**config.mk**
```make
export PLATFORM = sky130hd
export DESIGN_NAME = reg_dump_reader
export DESIGN_NICKNAME = d
export VERILOG_FILES = /design/src/rtl/riscv_pkg.sv /design/src/rtl/reg_dump_reader.sv
export SDC_FILE = /design/constraint.sdc
export NUM_CORES = 1
export LEC_CHECK = 0
export ABC_AREA = 1
export CAP_MARGIN = 20
export CELL_PAD_IN_SITES_DETAIL_PLACEMENT = 0
export CELL_PAD_IN_SITES_GLOBAL_PLACEMENT = 1
export CORE_ASPECT_RATIO = 1.1
export CORE_UTILIZATION = 28
export CTS_CLUSTER_DIAMETER = 30
export DETAILED_ROUTE_END_ITERATION = 10
export GPL_TIMING_DRIVEN = 0
export MAX_ROUTING_LAYER = met4
export PLACE_DENSITY = 0.8
export SYNTH_ARGS = -nofsm -noshare
export SYNTH_HDL_FRONTEND = slang
export SYNTH_SLANG_ARGS = --single-unit
```
**constraint.sdc**
```tcl
create_clock -name CLK -period 1.85 [get_ports CLK]
set_clock_uncertainty 0.1 [all_clocks]
set_input_delay 0.4625 -clock CLK [delete_from_list [all_inputs] [get_ports CLK]]
set_output_delay 0.4625 -clock CLK [all_outputs]
set_load 0.05 [all_outputs]
```
**src/rtl/riscv_pkg.sv**
```systemverilog
// Shared core package: register-file geometry and
// the state encoding of the register dump reader.
package riscv_pkg;

    localparam int REG_COUNT = 32;
    localparam int REG_AW    = $clog2(REG_COUNT);

    typedef enum logic [1:0] {
        DUMP_IDLE,
        DUMP_FETCH,
        DUMP_SEND,
        DUMP_FINISH
    } dump_state_e;

endpackage

```
**src/rtl/reg_dump_reader.sv**
```systemverilog
// Walks a register-file read port over a fixed index range and
// streams each word out on a valid/ready handshake.
module reg_dump_reader
    import riscv_pkg::*;
#(
    parameter int FIRST_REG = 0,
    parameter int LAST_REG  = 31,
    parameter int ZERO_X0   = 1
) (
    input  logic        CLK,
    input  logic        RST,
    input  logic        START,
    output logic [4:0]  REG_ADDRESS,
    input  logic [31:0] REG_READ_DATA,
    output logic        OUT_VALID,
    input  logic        OUT_READY,
    output logic [31:0] OUT_DATA,
    output logic [4:0]  OUT_INDEX,
    output logic        BUSY,
    output logic        DONE
);

    localparam logic [REG_AW-1:0] FIRST_IDX = REG_AW'(FIRST_REG);
    localparam logic [REG_AW-1:0] LAST_IDX  = REG_AW'(LAST_REG);

    dump_state_e       state;
    dump_state_e       state_nxt;
    logic [REG_AW-1:0] idx;
    logic [REG_AW-1:0] idx_nxt;
    logic              capture;
    logic [31:0]       fetch_word;
    logic [31:0]       out_data_q;
    logic [REG_AW-1:0] out_index_q;

    // x0 reads as zero architecturally even if the array holds junk
    assign fetch_word = (ZERO_X0 != 0 && idx == '0) ? '0 : REG_READ_DATA;

    always_ff @(posedge CLK) begin
        if (RST) begin
            state       <= DUMP_IDLE;
            idx         <= FIRST_IDX;
            out_data_q  <= '0;
            out_index_q <= '0;
        end else begin
            state <= state_nxt;
            idx   <= idx_nxt;
            if (capture) begin
                out_data_q  <= fetch_word;
                out_index_q <= idx;
            end
        end
    end

    always_comb begin
        state_nxt = state;
        idx_nxt   = idx;
        capture   = 1'b0;
        unique case (state)
            DUMP_IDLE: begin
                if (START) begin
                    state_nxt = DUMP_FETCH;
                    idx_nxt   = FIRST_IDX;
                end
            end
            DUMP_FETCH: begin
                capture   = 1'b1;
                state_nxt = DUMP_SEND;
            end
            DUMP_SEND: begin
                if (OUT_READY) begin
                    if (idx == LAST_IDX) begin
                        state_nxt = DUMP_FINISH;
                    end else begin
                        idx_nxt   = idx + 1'b1;
                        state_nxt = DUMP_FETCH;
                    end
                end
            end
            DUMP_FINISH: begin
                state_nxt = DUMP_IDLE;
            end
        endcase
    end

    assign REG_ADDRESS = (state == DUMP_IDLE) ? FIRST_IDX : idx;
    assign OUT_VALID   = (state == DUMP_SEND);
    assign BUSY        = (state != DUMP_IDLE);
    assign DONE        = (state == DUMP_FINISH);
    assign OUT_DATA    = out_data_q;
    assign OUT_INDEX   = out_index_q;

endmodule

```
* Word level (Yosys, flattened, before mapping)
Index checks and enable logic that the tools add are counted.
** Word-level totals
- Bits in registers :: 44
- Output and inout bits :: 45
** Operators by class
- Add/subtract/negate cells :: 1
- Eq/ne operators :: 7
- Multiplexer cells :: 11
- Reduce and logical (&&, ||, !) cells :: 6
** Operators by type and width (number)
- $mux W32 :: 1
- $mux W5 :: 4
- $pmux W5 S2 :: 1
- $pmux W2 S4 :: 1
- $mux W2 :: 3
- $add A5 B1 Y5 const B :: 1
- $eq A5 B5 Y1 const B :: 1
- $logic_not A5 Y1 :: 1
- $eq A2 B2 Y1 const B :: 2
- $ne A2 B2 Y1 const B :: 2
- $reduce_and A4 Y1 :: 1
- $reduce_bool A2 Y1 :: 2
- $eq A2 B1 Y1 const B :: 1
- $logic_not A2 Y1 :: 1
- $ne A2 B1 Y1 const B :: 1
- $reduce_and A2 Y1 :: 1
- $mux W1 :: 1

* Depth between registers and ports, before layout
Gate-level depths: netlist of the first run.
- Word-level depth :: 4
- Gate-level depth with buffers :: 9
- Mapped depth without buffers :: 9

* Worst setup path after synthesis of the first run
Ideal clock, no wire load.
- Kind :: register to output
- Start point :: reg state[1]
- End point :: out REG_ADDRESS[0]
- Arrival :: 1221 ps
- Required time :: 1287 ps
- Slack :: 66 ps
- Cell stages (with the launch flop) :: 3
- Path buffers :: 0
- Path through :: dfxtp_1 > nor2_2 > nor2_1
** On the way
- Longest elaborated chain between the ends :: 2
** RTL lines
- from (decl) :: line reg_dump_reader.sv:26 : dump_state_e state;
- from (signal assigned) :: line reg_dump_reader.sv:45 : state <= state_nxt;
- $logic_not A2 Y1 :: line reg_dump_reader.sv:85 : assign REG_ADDRESS = (state == DUMP_IDLE) ? FIRST_IDX : idx;
- $mux W5 :: line reg_dump_reader.sv:85
- to (decl) :: line reg_dump_reader.sv:13 : output logic [4:0] REG_ADDRESS,
Every way passes these cells.

* Final worst setup path of the first run
- Start point :: reg state[0]
- End point :: out OUT_VALID
** On the way
- Longest elaborated chain between the ends :: 1
** RTL lines
- $eq A2 B2 Y1 :: line reg_dump_reader.sv:86 : assign OUT_VALID = (state == DUMP_SEND);
- to (decl) :: line reg_dump_reader.sv:15 : output logic OUT_VALID,
Every way passes these cells.

==> results of run 1 <==
## report_power, final
group          total, mW  switching (mW)  internal, mW
registers           1.12          0.0594          1.06
clock network      0.797           0.320         0.477
logic              0.982           0.689         0.294
## state kept, by name, summed over array words and instances, names as in the netlist
register	count
OUT_DATA	32
OUT_INDEX	5
state	2
idx	5
## worst max path at each step
stage | slack, ns | depth (start not counted) | start | endpoint
4_1_cts | 0.04 | 4 | state[0] | OUT_VALID
6_report | 0.09 | 4 | state[0] | OUT_VALID
3_5_place_dp | -0.32 | 3 | state[1] | OUT_VALID
5_1_grt | 0.02 | 4 | state[0] | OUT_VALID
2_1_floorplan | 0.07 | 2 | state[1] | REG_ADDRESS[0]
3_3_place_gp | -0.31 | 3 | state[1] | OUT_VALID
## metrics by stage
step / utilization (%) / power (mW) / cells / hold slack (ns)
5_1_grt: 44.3 / 3.05 / 399 / 0.424
6_report: 44.3 / 2.90 / 399 / 0.394
4_1_cts: 44.4 / 2.93 / 399 / 0.393
3_5_place_dp: 43.5 / 2.20 / 391 / 0.381
3_3_place_gp: 43.5 / 2.19 / 391 / 0.370
2_1_floorplan: - / 1.82 / 231 / 0.357
## final cells by class
type | instances | area [µm²] | area share [%]
clock buffer | 7 | 96.3 | 3.53
buffer | 15 | 90.1 | 3.30
multi-input combinational | 157 | 752 | 27.6
sequential | 44 | 883 | 32.4
tap | 80 | 100 | 3.67
clock inverter | 1 | 30.0 | 1.10
inverter | 15 | 56.3 | 2.06
timing repair buffer | 80 | 721 | 26.4
## what timing repair did
action,4_1_cts,5_1_grt
pin swaps,0,0
setup endpoints to repair,45,2
hold endpoints to repair,0,0
resized for setup,79,3
cloned,0,0
## cell families after synthesis
group / share of synthesized area (%)
buf+inv: 8.25
flops: 49.6
fa+ha+maj: 2.12
simple gates: 17.4
compound gates: 22.6
## routing by layer
| metal | global-route usage [%] | up-vias | routed length (µm) |
|---|---|---|---|
| li1 | - | 931 | - |
| met1 | 18.5 | 794 | 2250 |
| met2 | 23.4 | 48 | 2230 |
| met3 | 4.19 | 4 | 285 |
| met4 | 4.55 | 0 | 38 |
| met5 | - | - | 0 |
## worst max-delay path: cells and delay by family, from the launching register on
| kind | cells | cell delay [ns] |
|---|---|---|
| buffers and inverters | 3 | 0.42 |
| flip-flops | 1 | 0.36 |
| AND/OR/NAND/NOR | 1 | 0.12 |
## cells in the final DEF (no fill, tap or decap), drive strengths merged
cell / netlist / final
nand2: 50 / 50
dfxtp: 44 / 44
a21oi: 43 / 43
dlygate4sd2: 0 / 37
o21ai: 37 / 37
clkdlybuf4s50: 0 / 35
buf: 12 / 20
nor2: 16 / 16
inv: 15 / 15
clkbuf: 3 / 10
nand3: 5 / 5
ha: 3 / 3
nand4: 1 / 1
nor3: 1 / 1
nor3b: 1 / 1
bufinv: 0 / 1
==> impl_results.html, run 1 <==
<table>
<tr><th>Metric</th><th>Value</th></tr>
<tr><th colspan="2">Worst setup path</th></tr>
<tr><td>Startpoint types</td><td>register</td></tr>
<tr><td>Data arrival, critical path</td><td>1.20 ns</td></tr>
<tr><td>Depth of the most critical reg-to-reg path</td><td>8</td></tr>
<tr><td>Start of the worst register-to-register path</td><td>idx[0]</td></tr>
<tr><td>Cell with the biggest individual delay on the critical path</td><td>sky130_fd_sc_hd__dfxtp_2</td></tr>
<tr><td>Flop-to-flop setup slack</td><td>0.19 ns</td></tr>
<tr><td>Critical R2R Capture</td><td>idx[3]</td></tr>
<tr><td>Critical path, cell by cell</td><td>inv_2 -&gt; nand2_1 -&gt; inv_1 -&gt; buf_6</td></tr>
<tr><td>Highest net fanout along the worst path</td><td>5</td></tr>
<tr><td>Class of the most critical setup path</td><td>reg -&gt; out</td></tr>
<tr><td>Worst stage delay on the critical path</td><td>approximately 0.36 ns</td></tr>
<tr><td>Data required, critical path</td><td>between 1 and 1.5 ns</td></tr>
<tr><td>Element type at the critical path end</td><td>output port</td></tr>
<tr><th colspan="2">Route</th></tr>
<tr><td>Wire length per cell</td><td>12.1 µm</td></tr>
<tr><td>DRC viols</td><td>0</td></tr>
<tr><td>Routed WL</td><td>4810 µm</td></tr>
<tr><td>Total number of vias</td><td>approximately 1.8k</td></tr>
<tr><td>Vias per cell</td><td>4.45</td></tr>
<tr><td>DRC violation total after the first TritonRoute iteration</td><td>126</td></tr>
<tr><td>Post-route antenna net violation count</td><td>0</td></tr>
<tr><td>Count of TritonRoute iterations in the first routing pass</td><td>4</td></tr>
<tr><th colspan="2">Placed design</th></tr>
<tr><td>Number of buffers inserted by port buffering</td><td>80</td></tr>
<tr><td>Detailed placer's ending HPWL</td><td>3500 µm</td></tr>
<tr><td>Setup slack after placement</td><td>-0.323 ns</td></tr>
<tr><td>Final estimated routing congestion in global placement</td><td>0.723</td></tr>
<tr><td>Placed cell area</td><td>2680 µm²</td></tr>
<tr><th colspan="2">Clock network</th></tr>
<tr><td>Maximum clock path buffer count</td><td>2</td></tr>
<tr><td>Clock tree from TritonCTS</td><td>done</td></tr>
<tr><td>Clock root buffer master</td><td>sky130_fd_sc_hd__clkbuf_8</td></tr>
<tr><td>Buffers inserted by post-CTS timing repair</td><td>0</td></tr>
<tr><td>Number of clock sinks</td><td>44</td></tr>
<tr><td>Clock-pin slew on the worst setup and hold paths</td><td>0.08 ns</td></tr>
<tr><td>Insertion delay of the later-clocked pin in the worst-skew pair</td><td>between 0.2 and 0.3 ns</td></tr>
<tr><td># hold bufs at CTS</td><td>0</td></tr>
<tr><td>Inserted Clock Buffers</td><td>5</td></tr>
<tr><td>H-tree depth reported by CTS</td><td>2</td></tr>
<tr><th colspan="2">Synth</th></tr>
<tr><td>EDFF count, synth</td><td>0</td></tr>
<tr><td>Most frequent cell after synthesis</td><td>sky130_fd_sc_hd__nand2_1</td></tr>
<tr><td>Top post-synthesis cells by count</td><td>sky130_fd_sc_hd__nand2_1, sky130_fd_sc_hd__dfxtp_1, sky130_fd_sc_hd__a21oi_1, sky130_fd_sc_hd__o21ai_0</td></tr>
<tr><td>Top FF cell, synth</td><td>sky130_fd_sc_hd__dfxtp_1</td></tr>
<tr><td>Cell type with the highest aggregate area in the netlist</td><td>sky130_fd_sc_hd__dfxtp_1</td></tr>
<tr><td>Post-synthesis cell area</td><td>1770 µm²</td></tr>
<tr><td>Number of synthesis warnings</td><td>0</td></tr>
<tr><td>Area fraction of the dominant cell type after synthesis</td><td>49.6%</td></tr>
<tr><td>Part of the Yosys area used for sequential elements</td><td>49.6%</td></tr>
<tr><td>Ys async rst share</td><td>0%</td></tr>
<tr><td>Synthesized netlist net count</td><td>270</td></tr>
<tr><td>Average footprint of a synthesized cell</td><td>7.68 µm²</td></tr>
<tr><td>Count of mapped cells out of synthesis</td><td>231</td></tr>
<tr><td>Post-synth cell types</td><td>20</td></tr>
<tr><td>Area contributors post-synth</td><td>sky130_fd_sc_hd__dfxtp_1, sky130_fd_sc_hd__a21oi_1, sky130_fd_sc_hd__nand2_1</td></tr>
<tr><td>Flip-flop and latch count after synthesis</td><td>44</td></tr>
<tr><th colspan="2">STA</th></tr>
<tr><td>Sum Neg Setup Slack</td><td>0 ns</td></tr>
<tr><td>Max-slew violations</td><td>0</td></tr>
<tr><td>Max Freq</td><td>0.569 GHz</td></tr>
<tr><td>Relative slew slack</td><td>66.1%</td></tr>
<tr><td>PnR worst setup slack</td><td>0.0922 ns</td></tr>
<tr><td>Final Cycle Share</td><td>a little over nine tenths</td></tr>
<tr><td>Hold violation count in the final report</td><td>0</td></tr>
<tr><td>Setup repair after global routing missed its margin</td><td>false</td></tr>
<tr><td>Setup violation total in the final timing report</td><td>0</td></tr>
<tr><td>Slew of the pin with the lowest slew margin</td><td>0.511 ns</td></tr>
<tr><td>Minimum clock period</td><td>1.76 ns</td></tr>
<tr><th colspan="2">Final layout</th></tr>
<tr><td>Ant. Diodes</td><td>0</td></tr>
<tr><td>Final cell area excluding filler cells</td><td>between 2000 and 3000 µm²</td></tr>
<tr><td>Fill count</td><td>~670</td></tr>
<tr><td>Layout-stage area growth over the synthesis result</td><td>53.8%</td></tr>
<tr><td>Number of nets in the finished design</td><td>357</td></tr>
<tr><td>Fraction of final layout cells with drive strength greater than 1</td><td>11.0%</td></tr>
<tr><th colspan="2">Die</th></tr>
<tr><td># IOs</td><td>81</td></tr>
<tr><td>Core footprint</td><td>6160 µm²</td></tr>
<tr><td>Die H</td><td>approximately 85 µm</td></tr>
<tr><td>Die ar.</td><td>6660 µm²</td></tr>
<tr><td>Overall die width</td><td>77.9 µm</td></tr>
<tr><td>Effective utilization at floorplan</td><td>28.8%</td></tr>
<tr><td>Standard-cell row count</td><td>30</td></tr>
<tr><th colspan="2">Power</th></tr>
<tr><td>Pwr dens</td><td>1060 nW/µm²</td></tr>
<tr><td>Worst IR drop on VDD</td><td>500 µV</td></tr>
<tr><td>P_leak</td><td>1.29 nW</td></tr>
<tr><th colspan="2">Global route</th></tr>
<tr><td>GRT Total Usage</td><td>14.9%</td></tr>
<tr><td>Largest net degree at the start of global routing</td><td>14</td></tr>
<tr><td>Global route total overflow</td><td>0</td></tr>
<tr><td>Via count of the first global-routing pass</td><td>1,646</td></tr>
<tr><td>Wire length of the first global-routing pass</td><td>~7600 µm</td></tr>
<tr><td>Number of antenna violations at the first check in global routing</td><td>0</td></tr>
<tr><th colspan="2">Hold path</th></tr>
<tr><td>Worst hold stages</td><td>2</td></tr>
<tr><td>Hold path start</td><td>idx[4]</td></tr>
<tr><td>Tightest Hold Check Type</td><td>reg -&gt; reg</td></tr>
<tr><td>Hold EP</td><td>idx[4]</td></tr>
<tr><th colspan="2">Outcome</th></tr>
<tr><td>Run status</td><td>completed</td></tr>
<tr><th colspan="2">Run</th></tr>
<tr><td>Max-capacitance violation count</td><td>0</td></tr>
</table>
Power figures use the tool's default switching activity.
==> run 2: changes to the inputs <==
--- a/config.mk
+++ b/config.mk
@@ -10,6 +10,7 @@
 export CELL_PAD_IN_SITES_DETAIL_PLACEMENT = 0
 export CELL_PAD_IN_SITES_GLOBAL_PLACEMENT = 1
 export CORE_ASPECT_RATIO = 1.1
+export CORE_MARGIN = 2
 export CORE_UTILIZATION = 28
 export CTS_CLUSTER_DIAMETER = 30
 export DETAILED_ROUTE_END_ITERATION = 10
==> impl_results.html, run 2 (synthesized netlist as in run 1, its figures left out) <==
<table>
<tr><th>Metric</th><th>Value</th></tr>
<tr><th colspan="2">Outcome</th></tr>
<tr><td>Run status</td><td>completed</td></tr>
<tr><th colspan="2">Global route</th></tr>
<tr><td>Met1 Usage GRT</td><td>18.7% (+0.20 points)</td></tr>
<tr><td>Global route hottest layer</td><td>met2</td></tr>
<tr><td>Met2 global-route usage</td><td>24.4% (+0.98 points)</td></tr>
<tr><td>GRT Total Usage</td><td>15.1% (+0.16 points)</td></tr>
<tr><td>Number of antenna violations at the first check in global routing</td><td>0 (unchanged)</td></tr>
<tr><td>Via count of the first global-routing pass</td><td>1,767 (+7.4%)</td></tr>
<tr><td>Largest net degree at the start of global routing</td><td>13 (-1)</td></tr>
<tr><td>Met3 routing resource usage after global routing</td><td>3.94% (-0.25 points)</td></tr>
<tr><td>Global route total overflow</td><td>0 (unchanged)</td></tr>
<tr><td>Wire length of the first global-routing pass</td><td>8170 µm (+7.8%)</td></tr>
<tr><th colspan="2">STA</th></tr>
<tr><td>Slew of the pin with the lowest slew margin</td><td>0.520 ns (+0.00860 ns)</td></tr>
<tr><td>Max-slew violations</td><td>0 (unchanged)</td></tr>
<tr><td>Setup repair after global routing missed its margin</td><td>false</td></tr>
<tr><td>Sum Neg Setup Slack</td><td>0 ns (unchanged)</td></tr>
<tr><td>Relative slew slack</td><td>65.5% (-0.57 points)</td></tr>
<tr><td>Max Freq</td><td>0.570 GHz (+0.15%)</td></tr>
<tr><td>Minimum clock period</td><td>1.76 ns (-0.00267 ns)</td></tr>
<tr><td>Final Cycle Share</td><td>94.9% (-0.14 points)</td></tr>
<tr><td>Hold violation count in the final report</td><td>0 (unchanged)</td></tr>
<tr><td>Setup violation total in the final timing report</td><td>0 (unchanged)</td></tr>
<tr><th colspan="2">Route</th></tr>
<tr><td>DRC violation total after the first TritonRoute iteration</td><td>92 (-27%)</td></tr>
<tr><td>Post-route antenna net violation count</td><td>0 (unchanged)</td></tr>
<tr><td>DRC viols</td><td>0 (unchanged)</td></tr>
<tr><td>Vias per cell</td><td>4.52 (+1.4%)</td></tr>
<tr><td>Count of TritonRoute iterations in the first routing pass</td><td>4 (unchanged)</td></tr>
<tr><td>Routed WL</td><td>4800 µm (about the same)</td></tr>
<tr><td>Wire length per cell</td><td>12.0 µm (about the same)</td></tr>
<tr><td>Total number of vias</td><td>1,802 (+1.4%)</td></tr>
<tr><th colspan="2">Final layout</th></tr>
<tr><td>Fraction of final layout cells with drive strength greater than 1</td><td>10.3% (-0.63 points)</td></tr>
<tr><td>Non-filler cells in the finished layout</td><td>399 (unchanged)</td></tr>
<tr><td>Number of nets in the finished design</td><td>357 (unchanged)</td></tr>
<tr><td>Post-layout util</td><td>43.7% (-0.59 points)</td></tr>
<tr><td>Ant. Diodes</td><td>0 (unchanged)</td></tr>
<tr><td>Fill count</td><td>667 (+0.30%)</td></tr>
<tr><td>Most frequent standard cell in the layout excluding fill and tap cells</td><td>sky130_fd_sc_hd__nand2_1</td></tr>
<tr><td>Commonest non-fill, non-tap cells in the layout</td><td>sky130_fd_sc_hd__nand2_1, sky130_fd_sc_hd__a21oi_1, sky130_fd_sc_hd__dfxtp_1</td></tr>
<tr><td>Layout-stage area growth over the synthesis result</td><td>51.8%</td></tr>
<tr><td>Number of flip-flops under the largest register name</td><td>32 (unchanged)</td></tr>
<tr><th colspan="2">Hold path</th></tr>
<tr><td>Hold EP</td><td>idx[4]</td></tr>
<tr><td>Tightest Hold Check Type</td><td>reg -&gt; reg</td></tr>
<tr><td>Hold path start</td><td>idx[4]</td></tr>
<tr><td>Worst hold stages</td><td>2 (unchanged)</td></tr>
<tr><th colspan="2">Worst setup path</th></tr>
<tr><td>Data arrival, critical path</td><td>1.19 ns (about the same)</td></tr>
<tr><td>Critical R2R Capture</td><td>idx[3]</td></tr>
<tr><td>Data required, critical path</td><td>1.29 ns (about the same)</td></tr>
<tr><td>Element type at the critical path end</td><td>output port</td></tr>
<tr><td>Class of the most critical setup path</td><td>reg -&gt; out</td></tr>
<tr><td>Startpoint types</td><td>register</td></tr>
<tr><td>Flop-to-flop setup slack</td><td>0.20 ns (about the same)</td></tr>
<tr><td>Highest net fanout along the worst path</td><td>5 (unchanged)</td></tr>
<tr><td>Start of the worst register-to-register path</td><td>idx[0]</td></tr>
<tr><td>Depth of the most critical reg-to-reg path</td><td>8 (unchanged)</td></tr>
<tr><th colspan="2">Clock network</th></tr>
<tr><td>Clock-pin slew on the worst setup and hold paths</td><td>0.08 ns (about the same)</td></tr>
<tr><td>Insertion delay of the later-clocked pin in the worst-skew pair</td><td>0.29 ns (about the same)</td></tr>
<tr><td>Inserted Clock Buffers</td><td>5 (unchanged)</td></tr>
<tr><td># hold bufs at CTS</td><td>0 (unchanged)</td></tr>
<tr><td>Clock root buffer master</td><td>sky130_fd_sc_hd__clkbuf_8</td></tr>
<tr><td>Buffers inserted by post-CTS timing repair</td><td>0 (unchanged)</td></tr>
<tr><td>Number of clock sinks</td><td>44 (unchanged)</td></tr>
<tr><td>Clock tree from TritonCTS</td><td>done</td></tr>
<tr><td>Maximum clock path buffer count</td><td>2 (unchanged)</td></tr>
<tr><td>H-tree depth reported by CTS</td><td>2 (unchanged)</td></tr>
<tr><th colspan="2">Power</th></tr>
<tr><td>Sequential fraction of design power</td><td>41.3% (+2.7 points)</td></tr>
<tr><td>Combinational share of power</td><td>36.1% (+2.2 points)</td></tr>
<tr><td>Final Power</td><td>2.70 mW (-6.7%)</td></tr>
<tr><td>Switching pwr</td><td>1.05 mW (-2.0%)</td></tr>
<tr><td>Internal power consumption</td><td>1.66 mW (-9.4%)</td></tr>
<tr><td>Worst IR drop on VDD</td><td>496 µV (-0.84%)</td></tr>
<tr><td>P_leak</td><td>1.27 nW (-1.5%)</td></tr>
<tr><td>Net Sw Frac</td><td>38.7% (+1.8 points)</td></tr>
<tr><td>Fraction of power consumed by the clock network</td><td>22.6% (-4.9 points)</td></tr>
<tr><td>Pwr dens</td><td>1000 nW/µm² (-5.4%)</td></tr>
<tr><th colspan="2">Die</th></tr>
<tr><td>Standard-cell row count</td><td>30 (unchanged)</td></tr>
<tr><td>Overall die width</td><td>79.9 µm (+2.6%)</td></tr>
<tr><td>Die H</td><td>87.5 µm (+2.3%)</td></tr>
<tr><td>Core footprint</td><td>6160 µm² (unchanged)</td></tr>
<tr><td># IOs</td><td>81 (unchanged)</td></tr>
<tr><td>Effective utilization at floorplan</td><td>28.8% (unchanged)</td></tr>
<tr><td>Die ar.</td><td>6990 µm² (+5.0%)</td></tr>
<tr><th colspan="2">Placed design</th></tr>
<tr><td>Detailed placer's ending HPWL</td><td>3600 µm (+2.9%)</td></tr>
<tr><td>Final estimated routing congestion in global placement</td><td>0.764 (+5.6%)</td></tr>
<tr><td>Placed cell count</td><td>391 (unchanged)</td></tr>
<tr><td>Number of buffers inserted by port buffering</td><td>80 (unchanged)</td></tr>
<tr><th colspan="2">Run</th></tr>
<tr><td>Max-capacitance violation count</td><td>0 (unchanged)</td></tr>
</table>
-- run 2: cell count changes in the layout (fill, tap and decap cells not counted), sizes merged --
cell	previous run	this run
bufinv	1	0
clkbuf	10	11
-- run 2: worst max path at each step --
| stage | startpoint | end | slack (ns) |
|---|---|---|---|
| 6_report | state[0] | OUT_VALID | 0.09 |
| 5_1_grt | state[0] | OUT_VALID | 0.004 |
| 4_1_cts | state[1] | BUSY | 0.03 |
| 3_5_place_dp | state[1] | OUT_VALID | -0.30 |
| 3_3_place_gp | state[1] | OUT_VALID | -0.31 |
| 2_1_floorplan | state[1] | REG_ADDRESS[0] | 0.07 |
-- run 2: final cells by class --
type                       count  area [µm²]  area share, %
sequential                    44         883           32.8
inverter                      15        56.3           2.09
buffer                        15        90.1           3.35
clock buffer                   8        90.1           3.35
timing repair buffer          80         721           26.8
tap                           80         100           3.72
multi-input combinational    157         752           27.9
-- run 2: per-stage QoR --
step           area (µm²)  hold WS (ns)  setup slack, ns
5_1_grt              2690         0.430          0.00370
6_report             2690         0.397           0.0948
3_3_place_gp         2680         0.373           -0.310
2_1_floorplan        1770         0.357           0.0661
4_1_cts              2700         0.398           0.0312
3_5_place_dp         2680         0.386           -0.304
-- run 2: worst max-delay path, cell delays in order (launching register included) --
cell and delay, ns:
sky130_fd_sc_hd__dfxtp_2 0.36, sky130_fd_sc_hd__inv_2 0.11, sky130_fd_sc_hd__nand2_1 0.12, sky130_fd_sc_hd__inv_1 0.14, sky130_fd_sc_hd__buf_6 0.17
-- run 2: power by group through the flow --
stage                     sequential (mW)  combinational, mW  clock (mW)
final                                1.12              0.977       0.610
after global placement               1.14               1.05           0
after detailed placement             1.14               1.06           0
after floorplan                      1.46              0.355           0
after global routing                 1.13               1.06       0.681
after CTS                            1.12              0.991       0.638
-- run 2: repair_timing --
action | 4_1_cts | 5_1_grt
setup endpoints to repair | 45 | 3
gates cloned | 0 | 0
resized for setup | 77 | 5
-- run 2: per-layer routing --
metal / vias to the layer above / wire [µm]
li1: 933 / -
met3: 6 / 325
met1: 806 / 2130
met5: - / 0
met2: 57 / 2310
met4: 0 / 46
